File: config.mk
export PLATFORM = sky130hd
export DESIGN_NAME = color_saturation_pipe
export DESIGN_NICKNAME = d
export VERILOG_FILES = /design/src/rtl/color_saturation_pipe.sv
export SDC_FILE = /design/constraint.sdc
export NUM_CORES = 1
export LEC_CHECK = 0
export ABC_AREA = 1
export CELL_PAD_IN_SITES_DETAIL_PLACEMENT = 1
export CELL_PAD_IN_SITES_GLOBAL_PLACEMENT = 1
export CORE_MARGIN = 2
export CORE_UTILIZATION = 40
export DETAILED_ROUTE_END_ITERATION = 7
export GPL_ROUTABILITY_DRIVEN = 0
export HOLD_SLACK_MARGIN = 0.06
export PLACE_DENSITY = 0.83
export REMOVE_ABC_BUFFERS = 1
export SYNTH_ARGS = -nofsm -noshare
export SYNTH_HDL_FRONTEND = slang
export SYNTH_SLANG_ARGS = --single-unit
File: constraint.sdc
create_clock -name clk -period 14.2 [get_ports clk]
set_clock_uncertainty 0.05 [all_clocks]
set_input_delay 2.13 -clock clk [delete_from_list [all_inputs] [get_ports clk]]
set_output_delay 2.13 -clock clk [all_outputs]
set_load 0.05 [all_outputs]
File: src/rtl/color_saturation_pipe.sv
// Two-stage YUV colour-saturation pipeline with frame-synchronous shadowed strengths
// and a per-frame clipped-pixel counter.
`ifndef DTYPE_WIDTH
`define DTYPE_WIDTH 4
`endif
`ifndef DTYPE_FRAME_START
`define DTYPE_FRAME_START 4'h1
`endif
`ifndef DTYPE_FRAME_END
`define DTYPE_FRAME_END 4'h2
`endif
`ifndef DTYPE_PIXEL
`define DTYPE_PIXEL 4'h3
`endif

module color_saturation_pipe #(
   parameter int unsigned PIXEL_WIDTH = 8,
   parameter int unsigned STRENGTH_WIDTH = 8,
   parameter int unsigned CLIP_COUNT_WIDTH = 16,
   parameter logic [`DTYPE_WIDTH-1:0] FRAME_START_DTYPE = `DTYPE_FRAME_START,
   parameter logic [`DTYPE_WIDTH-1:0] FRAME_END_DTYPE = `DTYPE_FRAME_END,
   parameter logic [`DTYPE_WIDTH-1:0] PIXEL_DTYPE = `DTYPE_PIXEL
) (
   input  logic                        clk,
   input  logic                        resetb,
   input  logic                        enable,
   input  logic [STRENGTH_WIDTH-1:0]   strength_u,
   input  logic [STRENGTH_WIDTH-1:0]   strength_v,
   input  logic                        dvi,
   input  logic [`DTYPE_WIDTH-1:0]     dtypei,
   input  logic [PIXEL_WIDTH-1:0]      yi,
   input  logic [PIXEL_WIDTH-1:0]      ui,
   input  logic [PIXEL_WIDTH-1:0]      vi,
   input  logic [15:0]                 meta_datai,
   output logic                        dvo,
   output logic [`DTYPE_WIDTH-1:0]     dtypeo,
   output logic [PIXEL_WIDTH-1:0]      yo,
   output logic [PIXEL_WIDTH-1:0]      uo,
   output logic [PIXEL_WIDTH-1:0]      vo,
   output logic [15:0]                 meta_datao,
   output logic [CLIP_COUNT_WIDTH-1:0] clip_count,
   output logic                        clip_count_valid
);

   localparam int unsigned P  = PIXEL_WIDTH;
   localparam int unsigned S  = STRENGTH_WIDTH;
   localparam int unsigned GW = S + 2;
   localparam int unsigned W  = P + S + 10;

   localparam logic signed [W-1:0] C_MAX = W'((1 << (P - 1)) - 1);
   localparam logic signed [W-1:0] C_MIN = -C_MAX - W'(1);
   localparam logic signed [W-1:0] Y_MAX = W'((1 << P) - 1);
   localparam logic signed [W-1:0] C89   = W'(89);
   localparam logic signed [W-1:0] C43   = W'(43);

   // Active (shadowed) configuration
   logic                act_en;
   logic [S-1:0]        act_su;
   logic [S-1:0]        act_sv;

   logic                is_fs;
   logic                is_fe;
   logic                eff_en;
   logic [S-1:0]        eff_su;
   logic [S-1:0]        eff_sv;
   logic [GW-1:0]       gu;
   logic [GW-1:0]       gv;
   logic signed [W-1:0] ui_s;
   logic signed [W-1:0] vi_s;
   logic signed [W-1:0] pu_d;
   logic signed [W-1:0] pv_d;
   logic signed [W-1:0] py_d;
   logic signed [W-1:0] pyu_d;
   logic signed [W-1:0] pyv_d;
   logic                proc_d;

   // Stage 1 registers
   logic                s1_dv;
   logic [`DTYPE_WIDTH-1:0] s1_dtype;
   logic [15:0]         s1_meta;
   logic [P-1:0]        s1_y;
   logic [P-1:0]        s1_u;
   logic [P-1:0]        s1_v;
   logic                s1_proc;
   logic                s1_fs;
   logic                s1_fe;
   logic signed [W-1:0] s1_pu;
   logic signed [W-1:0] s1_pv;
   logic signed [W-1:0] s1_py;
   logic signed [W-1:0] s1_pyu;
   logic signed [W-1:0] s1_pyv;

   logic signed [W-1:0] u_sh;
   logic signed [W-1:0] v_sh;
   logic signed [W-1:0] y_sh;
   logic [P-1:0]        y_d;
   logic [P-1:0]        u_d;
   logic [P-1:0]        v_d;
   logic                clip;
   logic [CLIP_COUNT_WIDTH-1:0] run_cnt;
   logic [CLIP_COUNT_WIDTH-1:0] cnt_base;
   logic [CLIP_COUNT_WIDTH-1:0] cnt_inc;

   // The frame-start beat itself already uses the newly sampled configuration.
   always_comb begin
      is_fs  = dvi && (dtypei == FRAME_START_DTYPE);
      is_fe  = dvi && (dtypei == FRAME_END_DTYPE);
      eff_en = is_fs ? enable : act_en;
      eff_su = is_fs ? strength_u : act_su;
      eff_sv = is_fs ? strength_v : act_sv;
      proc_d = dvi && (dtypei == PIXEL_DTYPE) && eff_en;
      gu     = {2'b01, {S{1'b0}}} + GW'(eff_su) * GW'(3);
      gv     = {2'b01, {S{1'b0}}} + GW'(eff_sv) * GW'(3);
      ui_s   = W'(signed'(ui));
      vi_s   = W'(signed'(vi));
      pu_d   = ui_s * signed'(W'(gu));
      pv_d   = vi_s * signed'(W'(gv));
      py_d   = signed'(W'(yi) << (S + 6));
      pyu_d  = ui_s * signed'(W'(eff_su)) * C89;
      pyv_d  = vi_s * signed'(W'(eff_sv)) * C43;
   end

   always_ff @(posedge clk or negedge resetb) begin
      if (!resetb) begin
         act_en   <= 1'b0;
         act_su   <= '0;
         act_sv   <= '0;
         s1_dv    <= 1'b0;
         s1_dtype <= '0;
         s1_meta  <= '0;
         s1_y     <= '0;
         s1_u     <= '0;
         s1_v     <= '0;
         s1_proc  <= 1'b0;
         s1_fs    <= 1'b0;
         s1_fe    <= 1'b0;
         s1_pu    <= '0;
         s1_pv    <= '0;
         s1_py    <= '0;
         s1_pyu   <= '0;
         s1_pyv   <= '0;
      end else begin
         if (is_fs) begin
            act_en <= enable;
            act_su <= strength_u;
            act_sv <= strength_v;
         end
         s1_dv    <= dvi;
         s1_dtype <= dtypei;
         s1_meta  <= meta_datai;
         s1_y     <= yi;
         s1_u     <= ui;
         s1_v     <= vi;
         s1_proc  <= proc_d;
         s1_fs    <= is_fs;
         s1_fe    <= is_fe;
         s1_pu    <= pu_d;
         s1_pv    <= pv_d;
         s1_py    <= py_d;
         s1_pyu   <= pyu_d;
         s1_pyv   <= pyv_d;
      end
   end

   always_comb begin
      u_sh = s1_pu >>> S;
      v_sh = s1_pv >>> S;
      y_sh = (s1_py - s1_pyu - s1_pyv) >>> (S + 6);
      clip = 1'b0;
      y_d  = s1_y;
      u_d  = s1_u;
      v_d  = s1_v;
      if (s1_proc) begin
         if (u_sh > C_MAX) begin
            u_d  = P'(C_MAX);
            clip = 1'b1;
         end else if (u_sh < C_MIN) begin
            u_d  = P'(C_MIN);
            clip = 1'b1;
         end else begin
            u_d = P'(u_sh);
         end
         if (v_sh > C_MAX) begin
            v_d  = P'(C_MAX);
            clip = 1'b1;
         end else if (v_sh < C_MIN) begin
            v_d  = P'(C_MIN);
            clip = 1'b1;
         end else begin
            v_d = P'(v_sh);
         end
         if (y_sh > Y_MAX) begin
            y_d  = P'(Y_MAX);
            clip = 1'b1;
         end else if (y_sh < 0) begin
            y_d  = '0;
            clip = 1'b1;
         end else begin
            y_d = P'(y_sh);
         end
      end
      cnt_base = s1_fs ? '0 : run_cnt;
      cnt_inc  = (clip && (cnt_base != '1)) ? cnt_base + 1'b1 : cnt_base;
   end

   always_ff @(posedge clk or negedge resetb) begin
      if (!resetb) begin
         dvo              <= 1'b0;
         dtypeo           <= '0;
         meta_datao       <= '0;
         yo               <= '0;
         uo               <= '0;
         vo               <= '0;
         run_cnt          <= '0;
         clip_count       <= '0;
         clip_count_valid <= 1'b0;
      end else begin
         dvo              <= s1_dv;
         dtypeo           <= s1_dtype;
         meta_datao       <= s1_meta;
         yo               <= y_d;
         uo               <= u_d;
         vo               <= v_d;
         run_cnt          <= s1_fe ? '0 : cnt_inc;
         clip_count_valid <= s1_fe;
         if (s1_fe) begin
            clip_count <= cnt_inc;
         end
      end
   end

endmodule
# Word level (Yosys, flattened, before mapping)

Index checks and enable logic that the tools add are counted.

Order comparisons: 6
$add $sub $neg: 5
Div/mod/pow operators: 0
Multiplexer cells: 22
Reduce and logical (&&, ||, !) cells: 5
Bitwise logic cells: 0
Shift-type cells: 0
$mul: 8
Eq/ne operators: 4

Operators with widths:

| cell                                                           | number |
|---|---|
| 2-to-1 mux 8 bit                                               | 11 |
| 2-to-1 mux 16 bit                                              | 3 |
| multiplier 8 x 11 -> 19 bit                                    | 2 |
| multiplier 8 x 9 -> 17 bit                                     | 2 |
| subtractor 23 x 25 -> 26 bit                                   | 1 |
| subtractor 26 x 24 -> 26 bit                                   | 1 |
| multiplier 17 x 8 -> 25 bit, second input constant             | 1 |
| multiplier 17 x 7 -> 24 bit, second input constant             | 1 |
| greater-than comparator 11 x 8 -> 1 bit, second input constant | 2 |
| less-than comparator 11 x 8 -> 1 bit, second input constant    | 2 |
| adder 9 x 10 -> 10 bit, first input constant                   | 2 |
| multiplier 8 x 2 -> 10 bit, second input constant              | 2 |
| adder 16 x 1 -> 16 bit, second input constant                  | 1 |
| != test 16 bit, second input constant                          | 1 |
| greater-than comparator 12 x 9 -> 1 bit, second input constant | 1 |
| less-than comparator 12 x 1 -> 1 bit, second input constant    | 1 |
| == test 4 x 2 -> 1 bit, second input constant                  | 2 |
| 2-to-1 mux 1 bit                                               | 8 |
| logical AND 1 bit                                              | 5 |
| == test 4 x 1 -> 1 bit, second input constant                  | 1 |

Output and inout bits: 62
Memories kept: 0
Logic and storage cells: 75
Bits in latches: 0
Bits of input ports: 64
Bits in registers: 230
Bits in writable memories: 0
Memory bits (read-only): 0

# Longest topological paths before layout

Gate-level depths: netlist of the first run.

Word-level depth: 11
Gate-level depth with buffers: 46
Depth with buffers taken out: 45

# Worst setup path after synthesis of the first run

OpenSTA, ideal clock, no wires.

Path type: input to register
From: input port dvi
To: register s1_pyu[23]
Required time: 14.071 ns
Setup time: 0.079 ns
Setup slack: 4.015 ns
Path buffers: 2
Cell stages on the path: 39
Arrival time: 10.056 ns
Cell sequence: inv_1 nor4_4 inv_2 buf_2 o21ai_0 buf_2 nand2_1 fa_1 fa_1 inv_1 fa_1 inv_1 fa_1 inv_1 ha_1 inv_1 nor3_1 nand2_1 [... 3 more ...] nand2_1 nand2_1 a21oi_1 o21bai_1 xor2_1 ha_1 ha_1 inv_1 fa_1 inv_1 fa_1 ha_1 a21oi_1 nor2_1 a211oi_1 a21oi_1 a21oi_1 xor2_1

Word-level cells in the longest chain between the ends: 4

RTL lines:

| item                        | line | RTL |
|---|---|---|
| start, declared             | 29   | `input logic dvi,` |
| logical AND 1 bit           | 106  | `is_fs = dvi && (dtypei == FRAME_START_DTYPE);` |
| 2-to-1 mux 8 bit            | --   |  |
| multiplier 8 x 9 -> 17 bit  | 119  | `pyu_d = ui_s * signed'(W'(eff_su)) * C89;` |
| multiplier 17 x 8 -> 25 bit | 119  |  |
| via pyu_d[23]               | 73   | `logic signed [W-1:0] pyu_d;` |
| end signal, assigned        | 160  | `s1_pyu <= pyu_d;` |
| end, declared               | 90   | `logic signed [W-1:0] s1_pyu;` |

The timed path passes the listed nets, and every way through them passes these cells.
A chain may end at the register's enable or synchronous reset.

# Worst setup path after layout of the first run

From: input port dvi
To: register s1_pyu[23]

Word-level cells in the longest chain between the ends: 4

RTL lines:

| item                        | line | RTL |
|---|---|---|
| logical AND 1 bit           | 106  |  |
| 2-to-1 mux 8 bit            | --   |  |
| via eff_su[1]               | 64   | `logic [S-1:0] eff_su;` |
| multiplier 8 x 9 -> 17 bit  | 119  |  |
| multiplier 17 x 8 -> 25 bit | 119  |  |
| via pyu_d[23]               | 73   |  |

The timed path passes the listed nets, and every way through them passes these cells.

==> results by stage, run 1 <==
Run status:
- The flow ran to the end, and the final reports show no timing, DRC or antenna violations.

GRT:
- The number of global-route vias before repair is 21100.
- The wire length of the first global-routing pass is 107000 microns.
- Entering global routing, the biggest net connects 91 pins.
- For this run, global-route usage on met1 was measured as 0.267.
- Across every metal layer, demand over resource in global routing totals 0.217.
- After global routing, the most crowded layer is met2.
- The number of antenna violations at the first check in global routing was 0.
- The total congestion overflow is 0.
- The met3 layer usage reported by global route is 0.0231.
- The global routing met2 resource utilization is 0.399.

Place:
- In this run the tool buffered the top-level ports with 125 buffer cells.
- The post-detailed-placement half-perimeter wirelength is 52800 microns.
- The placement-stage worst setup slack is 2250 ps.
- Once placement completed, the tool counted placed cells totaling 3702.

CTS:
- The clock reaches the later pin of the worst-skew pair after 570 ps.
- CTS placed an instance of sky130_fd_sc_hd__clkbuf_16 at the clock tree root.
- CTS built an H-tree with a depth of 1.
- The number of setup buffers added after CTS is 0.
- The longest clock path from root to sink contains 3 buffers.
- The number of buffers added by the clock tree synthesis step is 27.
- The hold buffer count at cts is 0.
- The CTS tree is yes.
- After clock tree synthesis, the clock-pin slew on the worst setup and hold paths is 70 ps.
- The total of cells resized after clock tree synthesis is 0.
- CTS saw 214 sinks.

Cells and area:
- The end-of-flow core utilization is 0.455.
- Of the cells placed in the final design, the portion with a size suffix greater than 1 is 0.0467.
- The final layout contains 3631 nets.
- The number of filler instances in the final layout is 7008.
- The antenna diode count is 0.
- The count of cells in the finished layout, fillers not included, comes to 3750.
- From synthesis to final layout, the design area changed by 12.7%.

Timing:
- Setup repair after global routing left no endpoint under its margin.
- For the pin with the worst max-slew slack, the measured transition is 1060 ps.
- The number of endpoints with negative hold slack in the final report is 0.
- The count of final max-slew check failures is 0.
- The final worst setup slack is 2890 ps.
- Of the available clock period, the critical path in the final layout requires 0.797.
- The remaining max-slew budget at the tightest pin is 0.289.
- After routing, the total negative slack on setup checks comes to 0 ps.
- The maximum operating frequency is 88.4 MHz.
- The number of endpoints failing setup at the final stage is 0.
- The clock period minus final worst setup slack is 11310 ps.

Route:
- The detailed-route wire length is 64500 microns.
- After detailed routing, the number of remaining DRC violations is 0.
- The post-route antenna net violation count is 0.
- The via density per instance is 4.96.
- In the final routed layout, each cell accounts on average for 17.2 microns.
- For this block, the via count after detailed routing is 18600.
- In this run, the number of DRC markers left after iteration 0 of detailed routing was 822.
- The number of detailed-routing iterations run before antenna repair is 4.

Setup path:
- In this design, the stage delay of the slowest critical-path cell is 600 ps.
- The data arrival at the endpoint of the critical path is 11750 ps.
- The startpoint type of the worst setup path is an input pin.
- The library cell appearing most often on the critical path is sky130_fd_sc_hd__inv_1.
- The type of destination of the critical path is a flip-flop.
- The path type of the worst setup path is in2reg.
- Among all stages on the critical path, the largest delay is contributed by sky130_fd_sc_hd__o21ai_0.
- The maximum fanout encountered on the critical timing path is 18.
- The required time of the critical path is 14630 ps.

Synth:
- After synthesis, the netlist uses 51 different library cells.
- Of all flip-flops after synthesis, the portion carrying an async set or reset was 1.00.
- Dividing the synthesized area by the synthesized cell count gives 8.41 sq um.
- The number of instances in the synthesized netlist is 2830.
- The Yosys step of the flow raised 0 warnings.
- In this run, synthesis produced a sequential element count of 214.
- The post-synthesis sequential area ratio is 0.225.
- The synthesized netlist occupies a cell area of 23800 sq um.
- The prevailing post-synth register cell is sky130_fd_sc_hd__dfrtp_1.
- The synthesized design contains 0 enable-type register cells.

Floorplanning:
- The number of core rows is 89.
- The core outline area is 58900 sq um.
- The chip height is 248 microns.
- The initial utilization of the core area, before any placement, comes to 0.404.
- Pin placement for this block handled 126 I/O pins.
- The floorplan step set the die width to 248 microns.
- The die covers 61400 sq um.

Job:
- The max-capacitance violation count is 0.

Min path:
- In this run the worst hold path is classified as reg2reg.
## path summary, 6_finish.rpt
check | cells after the start | from | end | slack, ps
max reg2reg | 35 | act_su[1] | s1_pyu[23] | 5450
min | 0 | s1_meta[2] | meta_datao[2] | 290
max | 38 | dvi | s1_pyu[23] | 2890
max in group asynchronous | 3 | resetb | act_su[7] | 10470
min in group asynchronous | 1 | resetb | meta_datao[12] | 1470
min reg2reg | 0 | s1_meta[2] | meta_datao[2] | 290
## stage by stage
step / hold slack [ps] / instance area [sq um]
floorplan: 281 / 23600
global placement: 282 / 25900
detailed placement: 286 / 25900
CTS: 300 / 26800
global route: 303 / 26800
finish: 295 / 26800
## kinds of logic (layout without fill, tap and decap cells)
group / Yosys count / after routing / share of synthesized area
adder cells (fa/ha/maj): 609 / 609 / 0.396
flip-flops: 214 / 214 / 0.225
buffers and inverters: 692 / 839 / 0.111
XOR/XNOR: 105 / 105 / 0.0387
AO/OA/AOI/OAI: 239 / 239 / 0.0576
AND/OR/NAND/NOR: 971 / 971 / 0.172
## flip-flops by register name, indices dropped and copies added, names as in the netlist, 4 cells and up
signal / count
s1_pyu: 25
s1_pyv: 24
clip_count: 16
meta_datao: 16
run_cnt: 16
s1_meta: 16
s1_pu: 11
s1_pv: 11
act_su: 8
act_sv: 8
s1_py: 8
s1_u: 8
s1_v: 8
uo: 8
vo: 8
yo: 8
dtypeo: 4
s1_dtype: 4
## synthesized netlist by cell type (12+ instances only)
| cell | instances | area share |
|---|---|---|
| sky130_fd_sc_hd__inv_1 | 644 | 0.10 |
| sky130_fd_sc_hd__dfrtp_1 | 214 | 0.23 |
| sky130_fd_sc_hd__clkbuf_1 | 29 | 0.0046 |
| sky130_fd_sc_hd__o21ai_0 | 71 | 0.015 |
| sky130_fd_sc_hd__a21oi_1 | 108 | 0.023 |
| sky130_fd_sc_hd__nand3_2 | 17 | 0.0072 |
| sky130_fd_sc_hd__nand2_1 | 504 | 0.080 |
| sky130_fd_sc_hd__nand4_1 | 12 | 0.0032 |
| sky130_fd_sc_hd__xnor2_1 | 31 | 0.011 |
| sky130_fd_sc_hd__or2_2 | 26 | 0.0068 |
| sky130_fd_sc_hd__ha_1 | 370 | 0.19 |
| sky130_fd_sc_hd__xor2_1 | 74 | 0.027 |
| sky130_fd_sc_hd__fa_1 | 239 | 0.20 |
| sky130_fd_sc_hd__nand2_2 | 15 | 0.0039 |
| sky130_fd_sc_hd__nor2_1 | 282 | 0.044 |
| sky130_fd_sc_hd__nor3_1 | 17 | 0.0036 |
| sky130_fd_sc_hd__nand3_1 | 83 | 0.017 |
## metal layers
metal / up-vias / part of all wire
li1: 8931 / -
met3: 105 / 0.035
met2: 291 / 0.51
met1: 9261 / 0.42
met5: - / 0
met4: 0 / 0.028
## cells in the final DEF, fill, tap and decap left out, types with 15 or more instances in the layout
cell / count
sky130_fd_sc_hd__a21oi_1: 108
sky130_fd_sc_hd__nand2_2: 15
sky130_fd_sc_hd__clkbuf_16: 27
sky130_fd_sc_hd__nand3_1: 83
sky130_fd_sc_hd__nand2_1: 504
sky130_fd_sc_hd__xnor2_1: 31
sky130_fd_sc_hd__inv_1: 644
sky130_fd_sc_hd__nor3_1: 17
sky130_fd_sc_hd__nor2_1: 282
sky130_fd_sc_hd__or2_2: 26
sky130_fd_sc_hd__nand3_2: 17
sky130_fd_sc_hd__dfrtp_1: 214
sky130_fd_sc_hd__clkdlybuf4s50_1: 124
sky130_fd_sc_hd__fa_1: 239
sky130_fd_sc_hd__ha_1: 370
sky130_fd_sc_hd__o21ai_0: 71
sky130_fd_sc_hd__xor2_1: 74
## area by class of cell
type,count,area (sq um),area share
clock inverter,13,158,0.00588
sequential,214,5360,0.200
multi-input combinational,1924,15800,0.589
clock buffer,35,736,0.0274
timing repair buffer,137,1350,0.0502
inverter,654,2460,0.0917
tap,773,967,0.0361
## critical path: cells and delay by family
family	cells	cell delay (ps)
xor gates and xnor gates	2	640
buffers and inverters	9	1490
AOI/OAI and AO/OA	8	1830
adders and majority gates	10	4360
and+or+nand+nor	9	1260
Power of run 1 is left out: the tool's default activity adds up to more than one toggle a clock period on the data nets, which glitch-free logic cannot reach.
==> run 2, diff against run 1 <==
- PLACE_DENSITY: 0.83 -> 0.86
- clock period: 14.2 -> 9.6 ns (I/O delays scaled with it)
==> run 2 against run 1 <==
Effect of this change: the run now ends with negative setup slack left; routed wire length increased by 63%; clock-buffer cell count down 3; core utilization grew 4.8 points; critical path depth did not move; worst hold slack better by 2.8 ps; die area unchanged; global-route usage increased by 7.8 points; setup slack got worse by 3500 ps; final area rose by 11%; non-clock buffer count up 250; first-iteration DRC count up 120%; critical path type unchanged.
==> results by stage, run 2 (synthesis results as in run 1) <==
Run status:
- The flow ran to the end, but the final reports show violations.
- The checks that failed: negative setup slack.

Floorplanning:
- The chip height is 248 microns (unchanged).
- The core outline area came to 58900 sq um (unchanged).
- The die area is 61400 sq um (unchanged).
- The number of core rows is 89 (unchanged).
- The initial cell density of the core came to 0.404 (unchanged).
- The horizontal die dimension is 248 microns (unchanged).
- The number of top-level design ports is 126 (unchanged).

Cells and area:
- The number of flip-flops under the largest register name is 25 (unchanged).
- Leaving out fill and tap cells, the most frequent cell in the layout is sky130_fd_sc_hd__inv_1.
- The top cell types in the final layout, fill and taps aside, are 630 x sky130_fd_sc_hd__inv_1, 491 x sky130_fd_sc_hd__nand2_1, 335 x sky130_fd_sc_hd__ha_1, 268 x sky130_fd_sc_hd__nor2_1, 256 x sky130_fd_sc_hd__buf_4.
- In the final layout, the registers with the most flip-flops are s1_pyu: 25 flops, s1_pyv: 24 flops.
- The register containing the most flip-flops in the final layout is s1_pyu.
- The layout cell share with drive strength beyond 1 is 0.160 (+0.114).
- Relative to the synthesized area, the layout overhead comes to 24.7%.
- The count of nets after finishing is 3878 (+6.8%).

Job:
- The max-capacitance violation count was 0 (unchanged).

Timing:
- The clock period minus final worst setup slack is 10190 ps.
- The count of final max-slew check failures is 0 (unchanged).
- The number of endpoints failing setup at the final stage is 16 (+16).
- The final cycle utilization of the critical path is 1.06.
- The number of endpoints with negative hold slack in the final report is 0 (unchanged).
- The final worst setup slack is -589 ps (-3470 ps).
- The maximum operating frequency is 98.1 MHz.
- The final setup TNS is -3990 ps (-3990 ps).
- The remaining max-slew budget at the tightest pin is 0.258 (-0.0304).
- The transition time of the tightest slew-check pin is 1100 ps (+45.3 ps).

Min path:
- The min-delay analysis places its worst path in the category reg2reg.
- In this run the most critical hold path is launched from s1_meta[4].
- The path with the worst hold slack has its endpoint at meta_datao[4].
- The number of cells on the worst hold path is 0 (unchanged).

CTS:
- The root buffer selected by CTS is sky130_fd_sc_hd__clkbuf_16.
- The clock tree buffer depth was 3 (unchanged).
- TritonCTS built the clock tree.
- The H-tree depth came to 1 (unchanged).
- The clock latency on the worst-skew pair was 620 ps (+50 ps).
- The hold buffer count at cts was 0 (unchanged).
- The number of buffers added by the clock tree synthesis step is 24 (-11%).
- The register clock-pin slew on the reported worst setup and hold paths is 70 ps (about the same).
- The CTS sink count is 214 (unchanged).

Place:
- The number of input and output port buffers inserted is 125 (unchanged).
- The post-detailed-placement half-perimeter wirelength is 61900 microns (+17%).

GRT:
- The maximum number of pins on one net before global-route repair is 78 (-14%).
- The number of antenna violations at the first check in global routing was 6 (+6).
- The overall routing resource usage was 0.296 (+0.0782).
- The number of global-route vias before repair was 25100 (+19%).
- The total congestion overflow is 0 (unchanged).
- The wire length of the first global-routing pass is 140000 microns (+30%).

Setup path:
- The largest stage delay on the critical path came to 780 ps (+180 ps).
- The required time of the critical path is 10040 ps (-4590 ps).
- The cell with the largest stage delay on the worst path is sky130_fd_sc_hd__ha_1.
- The slack of the worst reg-to-reg path is 810 ps (-4640 ps).
- The maximum fanout encountered on the critical timing path came to 11 (-7).
- The critical path in this run is classified as in2reg.
- STA classifies the critical path startpoint as an input pin.
- By instance count, the cell type seen most on the critical path is sky130_fd_sc_hd__fa_1.
- The worst register-to-register path ends at s1_pyv[23].
- The startpoint of the lowest-slack register-to-register path is act_sv[4].
- The count of cells along the worst register-to-register path came to 32 (-8.6%).
- The data arrival at the endpoint of the critical path is 10630 ps (-1120 ps).
- The type of destination of the critical path is a flip-flop.

Route:
- The via density per instance came to 5.67 (+14%).
- The average wire per standard cell was 26.3 microns (+53%).
- The number of vias in the routed layout is 22700 (+22%).
- The number of detailed-routing iterations run before antenna repair is 6 (+2).
- The detailed-route wire length is 105000 microns (+63%).
- The post-route antenna net violation count is 0 (unchanged).
- The violation count after the first detailed-route iteration is 1807 (+120%).
- The final routed DRC violation total is 0 (unchanged).
## run 2: critical path, delay by kind of cell
kind	cells	cell delay [ps]
AND/OR/NAND/NOR	16	2670
XOR/XNOR	1	150
buffers and inverters	10	1260
AO/OA/AOI/OAI	1	220
adder cells (fa/ha/maj)	10	4850
## run 2: metrics by stage
| stage | util | setup WS, ps | cells | area (sq um) | hold WS [ps] |
|---|---|---|---|---|---|
| CTS | 0.492 | 0.238 | 3987 | 29000 | 300 |
| finish | 0.503 | -589 | 3997 | 29700 | 298 |
| global placement | 0.470 | -271 | 3934 | 27700 | 281 |
| detailed placement | 0.470 | -810 | 3934 | 27700 | 286 |
| global route | 0.503 | -604 | 3996 | 29700 | 306 |
| floorplan | - | -401 | 2792 | 23600 | 281 |
## run 2: timing repair
action                     CTS  global route
setup endpoints to repair   19            28
resized for setup           66           115
buffers inserted             9             9
pin swaps                   26            54
## run 2: worst max-delay path by stage
| stage | startpoint | endpoint | slack (ps) | cells after the start |
|---|---|---|---|---|
| 2_1_floorplan | dvi | s1_pyu[23] | -400 | 37 |
| 3_3_place_gp | dvi | s1_pyv[23] | -270 | 38 |
| 3_5_place_dp | dvi | s1_pyu[23] | -810 | 40 |
| 4_1_cts | dtypei[2] | s1_pyv[23] | 0.2 | 39 |
| 5_1_grt | dtypei[3] | s1_pyv[23] | -600 | 38 |
| 6_report | dtypei[3] | s1_pyv[23] | -590 | 38 |
## run 2: area by class of cell
cell class | instances | area (sq um)
fillers | 6801 | 29300
multi-input cells | 1924 | 16700
flip-flops and latches | 214 | 5360
repair buffers | 387 | 3280
inverters | 654 | 2470
well taps | 773 | 967
clock buffers | 32 | 681
clock inverters | 12 | 183
diodes | 1 | 2.50
## run 2: metal layers
metal  track usage  wire length [microns]  vias to the layer above
met2         0.534                  50600                     1339
met5             0                     59                        -
li1              -                      -                     9419
met1         0.305                  35700                    11200
met3        0.0591                   8250                      730
met4         0.209                  10500                        8
Power of run 2 is left out for the same reason.
==> run 3, diff against run 2 <==
- RECOVER_POWER: unset -> 50
==> run 3 against run 2 <==
Effect of this change: the run ends with max-capacitance violations, max-slew violations, negative setup slack left; maximum frequency fell by 3.2%; flip-flop and latch count did not move; setup slack got worse by 340 ps; clock-buffer cell count did not move; final area fell by 0.27%; core utilization fell by 0.14 points.
==> results by stage, run 3 (synthesis results as in run 1) <==
Setup path:
- The largest stage delay on the critical path is 670 ps (-110 ps).
- The start point of the critical path is dtypei[3].
- The path type of the worst setup path is in2reg.
- The maximum fanout encountered on the critical timing path was 11 (unchanged).
- The worst setup path is launched from an input pin.
- The required time of the critical path is 10040 ps (about the same).
- The cell with the largest stage delay on the worst path is sky130_fd_sc_hd__fa_1.
- The worst register-to-register path begins at act_sv[5].
- The cell that appears most often on the critical path is sky130_fd_sc_hd__fa_1.
- The type of destination of the critical path is a flip-flop.
- The data arrival at the endpoint of the critical path is 10970 ps (+340 ps).

Run status:
- The checks that failed: max-capacitance violations, max-slew violations, negative setup slack.
- The flow ran to the end, but the final reports show violations.

Timing:
- The number of endpoints failing setup at the final stage is 20 (+4).
- The clock period minus final worst setup slack is 10530 ps (+342 ps).
- The maximum operating frequency is 95.0 MHz (-3.2%).
- The remaining max-slew budget at the tightest pin is -1.86 (-2.12).
- The transition time of the tightest slew-check pin was 4300 ps (+3190 ps).
- The count of final max-slew check failures was 248 (+248).
- The final cycle utilization of the critical path came to 1.10 (+0.0356).
- The number of endpoints with negative hold slack in the final report is 0 (unchanged).
- The final worst setup slack is -930 ps (-342 ps).

Cells and area:
- The number of flip-flops under the largest register name is 25 (unchanged).
- The library cell used most frequently in the layout, excluding fill and tap cells, is sky130_fd_sc_hd__inv_1.
- The register containing the most flip-flops in the final layout is s1_pyu.
- In the final layout, the registers with the most flip-flops are s1_pyu: 25 flops, s1_pyv: 24 flops.
- The count of nets after finishing is 3878 (unchanged).
- In the layout the commonest cells are 630 x sky130_fd_sc_hd__inv_1, 491 x sky130_fd_sc_hd__nand2_1, 335 x sky130_fd_sc_hd__ha_1, 269 x sky130_fd_sc_hd__nor2_1, 239 x sky130_fd_sc_hd__buf_4.
- The number of filler instances in the final layout is 6788 (-0.19%).
- Relative to the synthesized area, the layout overhead comes to 24.3%.
- The multi-input combinational cell area came to 16700 sq um (about the same).
- The area of all sequential standard cells is 5360 sq um (unchanged).
- The layout cell share with drive strength beyond 1 is 0.155 (-0.00558).

Min path:
- The path class of the lowest-slack min-delay path is reg2reg.
- The launch point of the worst hold path is s1_meta[4].

Route:
- The number of detailed-routing iterations run before antenna repair is 6 (unchanged).
- The post-route antenna net violation count was 0 (unchanged).
- The final routed DRC violation total is 0 (unchanged).
- The number of vias in the routed layout was 23100 (+2.0%).
- The violation count after the first detailed-route iteration is 2058 (+14%).
- The detailed-route wire length is 109000 microns (+3.7%).
- The average wire per standard cell came to 27.3 microns (+3.7%).
- The via density per instance is 5.78 (+2.0%).

CTS:
- The number of buffers added by the clock tree synthesis step is 24 (unchanged).
- The clock latency on the worst-skew pair was 620 ps (about the same).
- The clock tree buffer depth is 3 (unchanged).
- The H-tree depth is 1 (unchanged).
- The CTS tree is yes.
- The CTS sink count is 214 (unchanged).
- The register clock-pin slew on the reported worst setup and hold paths is 70 ps (about the same).
- The root buffer selected by CTS is sky130_fd_sc_hd__clkbuf_16.

Place:
- The placement-stage worst setup slack is -810 ps (unchanged).
- The post-detailed-placement half-perimeter wirelength is 61900 microns (unchanged).
- The number of input and output port buffers inserted was 125 (unchanged).

GRT:
- The maximum number of pins on one net before global-route repair was 78 (unchanged).
- The overall routing resource usage is 0.296 (unchanged).
- The total congestion overflow is 0 (unchanged).
- The number of antenna violations at the first check in global routing was 7 (+1).
- The number of global-route vias before repair came to 25100 (unchanged).
- The wire length of the first global-routing pass is 140000 microns (unchanged).

Floorplanning:
- The number of core rows is 89 (unchanged).
- The horizontal die dimension came to 248 microns (unchanged).
- The initial cell density of the core is 0.404 (unchanged).
- The chip height was 248 microns (unchanged).
- The die area was 61400 sq um (unchanged).
- The core outline area is 58900 sq um (unchanged).
- The number of top-level design ports came to 126 (unchanged).

Job:
- The max-capacitance violation count is 4 (+4).
==> run 3: cell count changes in the layout (fill, tap and decap cells not counted) <==
cell,change
sky130_fd_sc_hd__nor2_2,-1
sky130_fd_sc_hd__dlygate4sd3_1,+30
sky130_fd_sc_hd__clkbuf_1,+18
sky130_fd_sc_hd__dlymetal6s2s_1,-1
sky130_fd_sc_hd__buf_4,-17
sky130_fd_sc_hd__clkbuf_4,+1
sky130_fd_sc_hd__nor2_1,+1
sky130_fd_sc_hd__diode_2,+1
sky130_fd_sc_hd__buf_8,-1
sky130_fd_sc_hd__clkdlybuf4s50_1,-30
==> run 3: worst paths after layout <==
path / to / cells after the start / slack, ps
min in group asynchronous: s1_meta[6] / 1 / 2220
max in group asynchronous: vo[4] / 2 / 1700
setup / recovery: s1_pyv[23] / 38 / -930
hold / removal: meta_datao[4] / 0 / 300
hold reg to reg: meta_datao[4] / 0 / 300
setup reg to reg: s1_pyv[23] / 32 / 700
==> run 3: metal layers <==
layer,GRT usage,routed length [microns],vias to the layer above
li1,-,-,9418
met1,0.305,36300,11400
met2,0.534,51200,1527
met3,0.0591,9630,813
met4,0.209,11800,8
met5,0,127,-
==> run 3: worst max-delay path: cells and delay by family <==
| family | cells | cell delay [ps] |
|---|---|---|
| compound gates | 2 | 640 |
| xor+xnor | 1 | 220 |
| buf+inv | 11 | 1500 |
| fa+ha+maj | 10 | 4520 |
| simple gates | 14 | 2600 |
==> run 3: timing repair <==
item | in CTS | in global routing
gates cloned | 0 | 0
pin swaps | 26 | 54
buffers inserted | 9 | 9
setup endpoints to repair | 19 | 28
resized for setup | 66 | 115
hold buffers | 0 | 0
==> run 3: layout make-up <==
type / instances / area share
Multi-Input combinational cell: 1924 / 0.565
Timing Repair Buffer: 387 / 0.108
Clock inverter: 12 / 0.00618
Tap cell: 773 / 0.0327
Antenna cell: 2 / 0.000169
Clock buffer: 32 / 0.0230
Sequential cell: 214 / 0.181
Inverter: 654 / 0.0836
==> run 3: through the flow <==
step	cell area [sq um]	std cells	TNS, ps	util	hold slack, ps
after floorplan	23600	2792	-2160	-	281
after global placement	27700	3934	-2680	0.470	281
after detailed placement	27700	3934	-13770	0.470	286
after CTS	29000	3987	0	0.492	300
after global routing	29600	3997	-11520	0.502	304
final	29600	3998	-8230	0.502	296
Power of run 3 is left out for the same reason.
